===== src/rtl/anel_pkg.sv =====
// Shared types and constants for the ring-counter monitor.
package anel_pkg;

  typedef enum logic [1:0] {
    ST_UNLOCKED = 2'd0,
    ST_LOCKED   = 2'd1,
    ST_ERROR    = 2'd2
  } state_e;

  typedef enum logic [1:0] {
    ERR_NONE       = 2'b00,
    ERR_NOT_ONEHOT = 2'b01,
    ERR_WRONG_STEP = 2'b10,
    ERR_STALL      = 2'b11
  } err_code_e;

  localparam logic [3:0] OH_0 = 4'b0001;
  localparam logic [3:0] OH_1 = 4'b0010;
  localparam logic [3:0] OH_2 = 4'b0100;
  localparam logic [3:0] OH_3 = 4'b1000;

  // One-hot word for a ring position.
  function automatic logic [3:0] oh_of(input logic [1:0] idx);
    logic [3:0] w;
    case (idx)
      2'd0:    w = OH_0;
      2'd1:    w = OH_1;
      2'd2:    w = OH_2;
      default: w = OH_3;
    endcase
    return w;
  endfunction

  // Ring advance: rotate left by one, top bit wraps to bit 0.
  function automatic logic [3:0] rotl1(input logic [3:0] w);
    return {w[2:0], w[3]};
  endfunction

endpackage


===== src/rtl/onehot_dec.sv =====
// Combinational one-hot check and index decode of a 4-bit ring word.
module onehot_dec
  import anel_pkg::*;
(
  input  logic [3:0] word_i,
  output logic       valid_o,
  output logic [1:0] idx_o
);

  // Only the four legal ring words decode as valid; zero and multi-bit words do not.
  always_comb begin
    valid_o = 1'b1;
    idx_o   = 2'd0;
    case (word_i)
      OH_0:    idx_o = 2'd0;
      OH_1:    idx_o = 2'd1;
      OH_2:    idx_o = 2'd2;
      OH_3:    idx_o = 2'd3;
      default: valid_o = 1'b0;
    endcase
  end

endmodule


===== src/rtl/monitor_anel.sv =====
// Monitors a 4-bit one-hot ring counter: locks on the first legal word,
// then checks every valid sample is the previous one rotated left by one.
// Counts wraps while locked and latches the first error cause.
module monitor_anel
  import anel_pkg::*;
#(
  parameter int LAP_W = 8
) (
  input  logic             clk,
  input  logic             reset,
  input  logic [3:0]       ring_in,
  input  logic             ring_valid,
  input  logic             clr_err,
  output logic [1:0]       pos,
  output logic             locked,
  output logic [LAP_W-1:0] lap_count,
  output logic             err,
  output logic [1:0]       err_code
);

  state_e           state_q, state_d;
  logic [1:0]       pos_q, pos_d;
  logic [LAP_W-1:0] lap_q, lap_d;
  logic             err_q, err_d;
  err_code_e        code_q, code_d;

  logic             oh_vld;
  logic [1:0]       oh_idx;

  onehot_dec u_dec (
    .word_i  (ring_in),
    .valid_o (oh_vld),
    .idx_o   (oh_idx)
  );

  // State and output registers; reset is synchronous and active low.
  always_ff @(posedge clk) begin
    if (!reset) begin
      state_q <= ST_UNLOCKED;
      pos_q   <= 2'd0;
      lap_q   <= '0;
      err_q   <= 1'b0;
      code_q  <= ERR_NONE;
    end else begin
      state_q <= state_d;
      pos_q   <= pos_d;
      lap_q   <= lap_d;
      err_q   <= err_d;
      code_q  <= code_d;
    end
  end

  // Next state: clear beats any sample; invalid cycles hold everything.
  always_comb begin
    state_d = state_q;
    pos_d   = pos_q;
    lap_d   = lap_q;
    err_d   = err_q;
    code_d  = code_q;
    if (clr_err) begin
      state_d = ST_UNLOCKED;
      pos_d   = 2'd0;
      lap_d   = '0;
      err_d   = 1'b0;
      code_d  = ERR_NONE;
    end else if (ring_valid) begin
      case (state_q)
        ST_UNLOCKED: begin
          // First legal word locks without a rotation check.
          if (oh_vld) begin
            pos_d   = oh_idx;
            state_d = ST_LOCKED;
          end
        end
        ST_LOCKED: begin
          if (!oh_vld) begin
            err_d   = 1'b1;
            code_d  = ERR_NOT_ONEHOT;
            state_d = ST_ERROR;
          end else if (ring_in == rotl1(oh_of(pos_q))) begin
            pos_d = oh_idx;
            // 1000 -> 0001 is a completed lap; counter wraps silently.
            if (pos_q == 2'd3) lap_d = lap_q + LAP_W'(1);
          end else if (oh_idx == pos_q) begin
            err_d   = 1'b1;
            code_d  = ERR_STALL;
            state_d = ST_ERROR;
          end else begin
            err_d   = 1'b1;
            code_d  = ERR_WRONG_STEP;
            state_d = ST_ERROR;
          end
        end
        ST_ERROR: ;
        default: state_d = ST_UNLOCKED;
      endcase
    end
  end

  assign pos       = pos_q;
  assign locked    = (state_q == ST_LOCKED);
  assign lap_count = lap_q;
  assign err       = err_q;
  assign err_code  = code_q;

endmodule


===== config.mk =====
export PLATFORM = sky130hd
export DESIGN_NAME = monitor_anel
export DESIGN_NICKNAME = d
export VERILOG_FILES = /design/src/rtl/anel_pkg.sv /design/src/rtl/onehot_dec.sv /design/src/rtl/monitor_anel.sv
export SDC_FILE = /design/constraint.sdc
export NUM_CORES = 1
export LEC_CHECK = 0
export CELL_PAD_IN_SITES_DETAIL_PLACEMENT = 0
export CELL_PAD_IN_SITES_GLOBAL_PLACEMENT = 2
export CORE_MARGIN = 2
export CORE_UTILIZATION = 25
export DETAILED_ROUTE_END_ITERATION = 10
export PLACE_DENSITY_LB_ADDON = 0.08
export SETUP_SLACK_MARGIN = 0.1
export SLEW_MARGIN = 20
export SYNTH_ARGS = -nofsm -noshare
export SYNTH_HDL_FRONTEND = slang
export SYNTH_SLANG_ARGS = --single-unit

===== constraint.sdc =====
create_clock -name clk -period 1.87 [get_ports clk]
set_clock_uncertainty 0.15 [all_clocks]
set_input_delay 0.4675 -clock clk [delete_from_list [all_inputs] [get_ports clk]]
set_output_delay 0.4675 -clock clk [all_outputs]
set_load 0.02 [all_outputs]

==> results_dict.tcl, run 1 <==
set metrics [dict create \
    regArea_um2 305.3 \
    design.portCount 22 \
    hold_path.startpoint "err" \
    slew_violations 0 \
    drc_violation_count_after_routing 0 \
    path_max_fanout 7 \
    postSynthNetCount 117 \
    final.setup.worst_slack_ns 0.1213 \
    finish.net_count 161 \
    cp.required_ns 1.86 \
    outcome "complete, no violations" \
    fp-row-count 22 \
    cells_taking_the_most_area_after_synthesis "sky130_fd_sc_hd__dfxtp_1 33%, sky130_fd_sc_hd__mux2i_1 5.4%, sky130_fd_sc_hd__nor2_1 4.9%, sky130_fd_sc_hd__xnor2_1 4.7%, sky130_fd_sc_hd__nand2_1 4.1%" \
    via_count 912 \
    gp_routability_congestion 0.7640 \
    holdBufCountCts 0 \
    final.min_clock_period_ns 1.749 \
    timing.max_cap.violations 0 \
    final.fill_count 396 \
    placement.io_buffers 21 \
    synth_cell_type_count 35 \
    total_of_flip_flops_plus_latches_after_synthesis 15 \
    synth_seq_area_share_pct 32.56 \
    grt_setup_unrepaired "true" \
    setup.worst_path.start "pos[1]" \
    die_w_um 64.74 \
    drtAntennaViolNets 0 \
    totalWireLength_mm 2.363 \
    coreArea_um2 3606 \
    max_slew.worst_pin.slew_ns 0.5620 \
    path_delay_family "compound AO/OA/AOI/OAI gates" \
    cts_tree "done" \
    grt_overflow 0 \
    async_flop_share_pct 0 \
    timing.max_slew.rel_slack_pct 62.53 \
    multiInputGateArea_um2 628.1 \
    grt_pass1_vias 912 \
    power.ir.vdd_worst_mv 0.1835 \
    track_usage_pct 12.33 \
    criticalPathCategory "reg -> reg" \
    ctsHtreeMaxLevel 1 \
    clock_tree.root_cell "sky130_fd_sc_hd__clkbuf_8" \
    timing_hold_violations_final 0 \
    grt_max_degree 10 \
    clock_latency_ns 0.25 \
    timing.critical_path.buf_inv 1 \
    max_freq_mhz 571.9 \
    initial_drt_pass_iterations 4 \
    yosysTopAreaCell "sky130_fd_sc_hd__dfxtp_1" \
    synth_enable_flop_cells 0 \
    worst_path_max_delay_cell "sky130_fd_sc_hd__a22oi_2" \
    syn_area_per_cell_um2 8.538 \
    setup_viol 0 \
    syn2layout_area_growth_pct 55.36 \
    netlist_area_um2 922.1 \
    route.detailed.vias_per_inst 4.583 \
    synth_warnings 0 \
    starting_utilization_of_the_core_area_pct 25.57 \
    synth.cells.most_frequent "15 x sky130_fd_sc_hd__dfxtp_1, 12 x sky130_fd_sc_hd__nor2_1, 10 x sky130_fd_sc_hd__nand2_1, 6 x sky130_fd_sc_hd__a21oi_1, 6 x sky130_fd_sc_hd__nand3_1" \
    critical_path.max_stage_delay_ns 0.47 \
    proportion_of_layout_cells_with_a_drive_suffix_above_1_pct 32.45 \
    design.die.area_um2 4191 \
    crit_chain "nor3b_1 > a22oi_2 > buf_4 > a21oi_1 > a31oi_1 > o31ai_1" \
    crit_path_start_kind "register" \
    worst_setup_path_end_kind "register" \
    number_of_standard_cells_after_synthesis 108 \
    worstReg2RegStart "pos[1]" \
    tcrit_tclk_final_pct 93.51 \
    powerDensity_nw_per_um2 484.3 \
    p_leak_uw 0.0005773 \
    detail_route.iter0.violations 47 \
    antenna_violations_before_repair 0 \
    netlist.area_leader.share_pct 32.56 \
    post-synth-top-count-cell "sky130_fd_sc_hd__dfxtp_1" \
    cts-buffers-inserted 3 \
    min_path_type "reg -> reg" \
    cts_sink_cnt 15 \
    wire_length_of_the_first_global_routing_pass_mm 4.029 \
    synth_flop_cell "sky130_fd_sc_hd__dfxtp_1" \
    wire_per_inst_um 11.87 \
    height_of_the_die_um 64.74 \
    dp_slack_ns -0.6732 \
    cts.path.max_buffers 2 \
    design_power_total_uw 693.8 \
    num_antenna_cells 0 \
    clk_pin_slew_worst_paths_ns 0.06 \
    place_hpwl_mm 1.740 \
    worst-endpoint-arrival_ns 1.73 \
]
flip-flops by register name, summed over array words and instances (netlist names):
name,count
lap_count,8
pos,2
err,1
err_code,2
state_q,2
placed cells by master, fill, tap and decap left out, types with 4 or more instances in the layout:
cell type and instances:
sky130_fd_sc_hd__mux2i_1 5, sky130_fd_sc_hd__xnor2_1 5, sky130_fd_sc_hd__buf_4 24, sky130_fd_sc_hd__nor2_1 12
sky130_fd_sc_hd__inv_1 5, sky130_fd_sc_hd__dfxtp_1 13, sky130_fd_sc_hd__nand2_1 10, sky130_fd_sc_hd__a21oi_1 5
sky130_fd_sc_hd__nand3_1 4, sky130_fd_sc_hd__dlygate4sd2_1 15
path summary, 6_finish.rpt:
path                              endpoint  slack (ns)  cells past startpoint
worst max-delay path            state_q[0]        0.12                      6
worst min-delay path                   err        0.30                      2
worst max register to register  state_q[0]        0.12                      6
worst min register to register         err        0.30                      2
timing repair:
action / CTS / global route
buffers inserted: 0 / 4
setup endpoints to repair: 29 / 14
resized for setup: 40 / 16
pin swaps: 5 / 9
stage by stage:
stage	cells	hold WS, ns	utilization, %	TNS (ns)	cell area [um^2]
2_1_floorplan	108	0.3210	-	0	937.1
3_3_place_gp	191	0.2854	36.26	-8.524	1308
3_5_place_dp	191	0.2880	36.26	-9.211	1308
4_1_cts	195	0.3026	37.58	0	1355
5_1_grt	199	0.3345	39.73	0	1433
6_report	199	0.2975	39.73	0	1433
layout make-up:
cell class                      count  area share, %
Inverter                            5          1.310
Clock inverter                      1         0.3493
Tap cell                           48          4.192
Timing Repair Buffer               45          26.11
Sequential cell                    15          21.31
Clock buffer                        3          2.882
Multi-Input combinational cell     82          43.84
where the power goes:
group	leakage, uW	switching, uW	internal, uW
clock network	0.0000255	124	148
logic	0.000430	47.3	54.0
registers	0.000122	1.05	319
per-layer routing:
| metal | global-route usage [%] | part of all wire, % | vias up |
|---|---|---|---|
| met2 | 18.81 | 44 | 20 |
| li1 | - | - | 466 |
| met5 | 0 | 0 | - |
| met4 | 6.383 | 1.3 | 0 |
| met1 | 16.47 | 51 | 422 |
| met3 | 2.257 | 3.6 | 4 |
cell families after synthesis:
family                     share of synthesized area (%)
DFF                                                32.56
xor gates and xnor gates                           7.599
adders and majority gates                          1.357
and+or+nand+nor                                    26.87
muxes                                              5.428
buffers and inverters                              6.377
AOI/OAI and AO/OA                                  19.81
worst reg2reg max path: stages, from the launching register on:
cell and delay [ns]:
sky130_fd_sc_hd__dfxtp_4 0.36, sky130_fd_sc_hd__nor3b_1 0.15, sky130_fd_sc_hd__a22oi_2 0.47, sky130_fd_sc_hd__buf_4 0.23, sky130_fd_sc_hd__a21oi_1 0.06, sky130_fd_sc_hd__a31oi_1 0.14
sky130_fd_sc_hd__o31ai_1 0.08
Power figures use the tool's default switching activity.
==> run 2: changes to the inputs <==
CORE_UTILIZATION = 30   (was 25)
SLEW_MARGIN = 10   (was 20)
clock period = 2.1 ns   (was 1.87 ns; I/O delays follow)
==> results_dict.tcl, run 2 (synthesis results as in run 1) <==
set metrics [dict create \
    cts.path.max_buffers 2 \
    combinationalPowerShare_pct 16.2 \
    p_leak_uw 0.0005693 \
    grt_overflow 0 \
    worst-endpoint-arrival_ns 1.97 \
    globalRouteMet3Util_pct 4.148 \
    criticalPathCategory "in -> reg" \
    crit_path_start_kind "input port" \
    tcrit_tclk_final_pct 92.39 \
    hold_path.startpoint "err" \
    cts_tree "done" \
    height_of_the_die_um 59.44 \
    net-switching-power_uw 135.8 \
    die_w_um 59.44 \
    globalRouteMet2Util_pct 23.08 \
    powerDensity_nw_per_um2 394.6 \
    detail_route.iter0.violations 31 \
    max_slew.worst_pin.slew_ns 0.4564 \
    coreArea_um2 2978 \
    gp_routability_congestion 0.8211 \
    place_inst 178 \
    dpl-instance-area_um2 1299 \
    design_power_total_uw 539.1 \
    track_usage_pct 13.32 \
    worst_hold_slack_ns 0.2992 \
    most_frequent_cells_in_the_layout "23 x sky130_fd_sc_hd__buf_4, 14 x sky130_fd_sc_hd__dfxtp_1, 12 x sky130_fd_sc_hd__nor2_1" \
    route.detailed.vias_per_inst 4.864 \
    fp-row-count 20 \
    power.ir.vdd_worst_mv 0.2423 \
    clock_tree.root_cell "sky130_fd_sc_hd__clkbuf_4" \
    design.portCount 22 \
    initial_drt_pass_iterations 4 \
    grt_setup_unrepaired "true" \
    drtAntennaViolNets 0 \
    starting_utilization_of_the_core_area_pct 30.97 \
    worst-r2r-setup-slack_ns 0.26 \
    totalWireLength_mm 2.169 \
    holdBufCountCts 0 \
    max_freq_mhz 515.4 \
    placement.io_buffers 21 \
    setup.worst_path.start "ring_in[3]" \
    antenna_violations_before_repair 0 \
    wire_per_inst_um 11.79 \
    grt_max_degree 10 \
    place_hpwl_mm 1.695 \
    cts-buffers-inserted 3 \
    power.share.clock_pct 30.5 \
    syn2layout_area_growth_pct 48.17 \
    clk_pin_slew_worst_paths_ns 0.10 \
    final.setup.worst_slack_ns 0.1598 \
    proportion_of_layout_cells_with_a_drive_suffix_above_1_pct 28.48 \
    whs_path_depth 2 \
    internal_power_uw 403.3 \
    slew_violations 0 \
    min_path_type "reg -> reg" \
    num_antenna_cells 0 \
    worst_setup_path_end_kind "register" \
    post-route-cell-area_um2 1366 \
    grt_pass1_vias 846 \
    timing_hold_violations_final 0 \
    cp.required_ns 2.13 \
    path_max_fanout 5 \
    design.die.area_um2 3533 \
    grt.busiest_layer "met2" \
    flip_flop_count_of_the_largest_register_after_layout 8 \
    final_common_cell "sky130_fd_sc_hd__buf_4" \
    dp_slack_ns -0.4562 \
    hold-path-endpoint "err" \
    drc_violation_count_after_routing 0 \
    cts_sink_cnt 15 \
    switching_fraction_of_total_power_pct 25.19 \
    crit-reg2reg-capture "err_code[0]" \
    final.min_clock_period_ns 1.940 \
    via_count 895 \
    outcome "complete, no violations" \
    worstReg2RegStart "pos[1]" \
    timing.max_cap.violations 0 \
    met1_global_route_usage_pct 15.59 \
    wire_length_of_the_first_global_routing_pass_mm 3.560 \
    setup_viol 0 \
    clock_latency_ns 0.29 \
    layoutNonFillerInstCount 184 \
    ctsHtreeMaxLevel 1 \
    rr_worst_depth 6 \
    timing.max_slew.rel_slack_pct 69.57 \
    pwr-share-seq_pct 53.2 \
    finish.net_count 161 \
]
run 2: worst max-delay path, stage by stage:
cell,delay (ns)
sky130_fd_sc_hd__dlygate4sd2_1,0.29
sky130_fd_sc_hd__buf_4,0.18
sky130_fd_sc_hd__xor2_1,0.17
sky130_fd_sc_hd__a211o_1,0.30
sky130_fd_sc_hd__buf_4,0.14
sky130_fd_sc_hd__buf_4,0.13
sky130_fd_sc_hd__a31oi_2,0.16
sky130_fd_sc_hd__o31ai_1,0.08
run 2: worst max-delay path by stage:
stage / endpoint / slack, ns / cells after the start
2_1_floorplan: lap_count[5] / 0.13 / 6
3_3_place_gp: lap_count[4] / -0.44 / 7
3_5_place_dp: lap_count[4] / -0.46 / 7
4_1_cts: lap_count[1] / 0.10 / 8
5_1_grt: err_code[0] / 0.07 / 6
6_report: state_q[0] / 0.16 / 8
run 2: metal layers:
layer / part of all wire (%) / routed length [um]
met2: 49 / 1060
met4: 0.97 / 21
met3: 4.4 / 96
met5: 0 / 0
met1: 46 / 991
run 2: through the flow:
| step | utilization (%) | setup TNS (ns) |
|---|---|---|
| after CTS | 45.25 | 0 |
| final | 45.88 | 0 |
| after global routing | 45.88 | 0 |
| after global placement | 43.61 | -5.670 |
| after detailed placement | 43.61 | -5.998 |
| after floorplan | - | 0 |
run 2: area by class of cell:
class / count / area, um^2
fill: 307 / 1612
sequential: 15 / 301.5
clock buffer: 3 / 22.52
inverter: 5 / 18.77
timing repair buffer: 45 / 376.6
tap: 33 / 41.29
multi-input combinational: 82 / 600.6
clock inverter: 1 / 5.005
run 2: power groups by stage:
stage | clock (uW) | combinational, uW | sequential (uW)
after floorplan | 0 | 43.4 | 293
after global placement | 0 | 82.8 | 293
after detailed placement | 0 | 83.0 | 293
after CTS | 174 | 86.4 | 287
after global routing | 181 | 96.8 | 287
final | 164 | 87.6 | 287
run 2: timing repair:
| item | in CTS | in global routing |
|---|---|---|
| endpoints found under the setup margin | 23 | 17 |
| buffers inserted | 2 | 0 |
| gates resized for setup | 16 | 11 |
| pin swaps | 4 | 3 |
==> run 3: changes to the inputs <==
CORE_UTILIZATION = 25   (was 30)
clock period = 1.7 ns   (was 2.1 ns; I/O delays follow)
==> results_dict.tcl, run 3 (synthesis results as in run 1) <==
set metrics [dict create \
    gp_routability_congestion 0.9080 \
    max_freq_mhz 583.9 \
    drtAntennaViolNets 0 \
    power.share.clock_pct 38.0 \
    post-route-cell-area_um2 1531 \
    combinationalPowerShare_pct 16.6 \
    num_antenna_cells 0 \
    placement.io_buffers 21 \
    cts.path.max_buffers 2 \
    powerDensity_nw_per_um2 509.4 \
    slew_violations 0 \
    max_slew.worst_pin.slew_ns 0.4589 \
    final.min_clock_period_ns 1.713 \
    grt_max_degree 11 \
    net-switching-power_uw 188.4 \
    setup_viol 2 \
    grt_setup_unrepaired "true" \
    pwr-share-seq_pct 45.4 \
    coreArea_um2 3606 \
    crit_path_start_kind "input port" \
    drc_violation_count_after_routing 0 \
    worst_hold_slack_ns 0.3002 \
    finish.net_count 166 \
    clock_tree.root_cell "sky130_fd_sc_hd__clkbuf_8" \
    path_max_fanout 5 \
    height_of_the_die_um 64.74 \
    cts_sink_cnt 15 \
    syn2layout_area_growth_pct 66.08 \
    design.portCount 22 \
    wire_length_of_the_first_global_routing_pass_mm 3.988 \
    timing_hold_violations_final 0 \
    wire_per_inst_um 11.62 \
    final_common_cell "sky130_fd_sc_hd__buf_4" \
    track_usage_pct 12.40 \
    criticalPathCategory "in -> reg" \
    power.ir.vdd_worst_mv 0.2185 \
    place_hpwl_mm 1.808 \
    dpl-instance-area_um2 1339 \
    p_leak_uw 0.0005953 \
    cp.required_ns 1.69 \
    holdBufCountCts 0 \
    clock_latency_ns 0.25 \
    antenna_violations_before_repair 0 \
    flip_flop_count_of_the_largest_register_after_layout 8 \
    cts-buffers-inserted 3 \
    via_count 904 \
    tcrit_tclk_final_pct 100.7 \
    worst_setup_path_end_kind "register" \
    final.setup.worst_slack_ns -0.01257 \
    grt_overflow 0 \
    design.die.area_um2 4191 \
    failed_checks "negative setup slack" \
    initial_drt_pass_iterations 4 \
    die_w_um 64.74 \
    internal_power_uw 591.7 \
    outcome "finished, violations left" \
    cts_tree "done" \
    totalWireLength_mm 2.370 \
    starting_utilization_of_the_core_area_pct 25.57 \
    final.fill_count 368 \
    fp-row-count 22 \
    route.detailed.vias_per_inst 4.431 \
    timing.max_slew.rel_slack_pct 69.29 \
    detail_route.iter0.violations 30 \
    switching_fraction_of_total_power_pct 24.15 \
    proportion_of_layout_cells_with_a_drive_suffix_above_1_pct 37.82 \
    most_frequent_cells_in_the_layout "25 x sky130_fd_sc_hd__buf_4, 13 x sky130_fd_sc_hd__dfxtp_1, 12 x sky130_fd_sc_hd__nor2_1" \
    grt_pass1_vias 857 \
    timing.max_cap.violations 0 \
    worst-endpoint-arrival_ns 1.70 \
    min_path_type "reg -> reg" \
    clk_pin_slew_worst_paths_ns 0.06 \
    ctsHtreeMaxLevel 1 \
]
-- run 3: cell count changes in the layout (fill, tap and decap cells not counted), sizes merged --
| cell | change |
|---|---|
| clkdlybuf4s50 | -5 |
| clkbuf | -1 |
| dlymetal6s2s | -2 |
| clkdlybuf4s15 | +4 |
| buf | +10 |
| clkinv | -1 |
-- run 3: per-stage QoR --
stage / utilization [%] / total power, uW / cells / setup slack, ns / TNS, ns
final: 42.47 / 780.1 / 204 / -0.01257 / -0.02049
after global routing: 42.47 / 823.6 / 204 / -0.07807 / -0.4927
after CTS: 41.81 / 789.2 / 203 / -0.04535 / -0.1178
after detailed placement: 37.13 / 470.6 / 195 / -0.8431 / -10.99
after global placement: 37.13 / 470.7 / 195 / -0.7775 / -10.51
after floorplan: - / 419.2 / 108 / -0.1107 / -0.8801
-- run 3: repair_timing --
action | 4_1_cts | 5_1_grt
resized for setup | 64 | 8
setup buffers | 4 | 1
pin swaps | 18 | 8
cloned | 0 | 0
endpoints found under the setup margin | 29 | 18
-- run 3: power by group through the flow --
stage	Sequential, uW	Clock, uW	Combinational (uW)
6_report	354	297	129
3_3_place_gp	362	0	109
4_1_cts	354	310	125
5_1_grt	354	330	139
3_5_place_dp	362	0	109
2_1_floorplan	362	0	56.8
-- run 3: critical path: stages --
cell                      delay [ns]
sky130_fd_sc_hd__buf_12         0.11
sky130_fd_sc_hd__nor4b_4        0.32
sky130_fd_sc_hd__a22oi_2        0.19
sky130_fd_sc_hd__buf_6          0.16
sky130_fd_sc_hd__a21oi_4        0.19
sky130_fd_sc_hd__nand4_1        0.16
sky130_fd_sc_hd__mux2i_1        0.15
-- run 3: layout make-up --
| class | instances | area, um^2 | share of cell area (%) |
|---|---|---|---|
| Clock buffer | 4 | 45.04 | 2.941 |
| Multi-Input combinational cell | 82 | 666.9 | 43.55 |
| Tap cell | 48 | 60.06 | 3.922 |
| Sequential cell | 15 | 302.8 | 19.77 |
| Inverter | 5 | 18.77 | 1.225 |
| Timing Repair Buffer | 50 | 437.9 | 28.59 |
-- run 3: path summary, 6_finish.rpt --
kind	start	end	slack [ns]	cells past startpoint
worst max-delay path	ring_in[3]	lap_count[6]	-0.01	7
worst min-delay path	err	err	0.30	2
worst max register to register	pos[1]	lap_count[7]	0.01	5
worst min register to register	err	err	0.30	2
-- run 3: metal layers --
layer / GRT usage (%) / part of all wire (%)
met5: 0 / 0
met4: 4.787 / 1.2
met3: 2.778 / 3.0
met2: 19.85 / 46
met1: 16.12 / 50
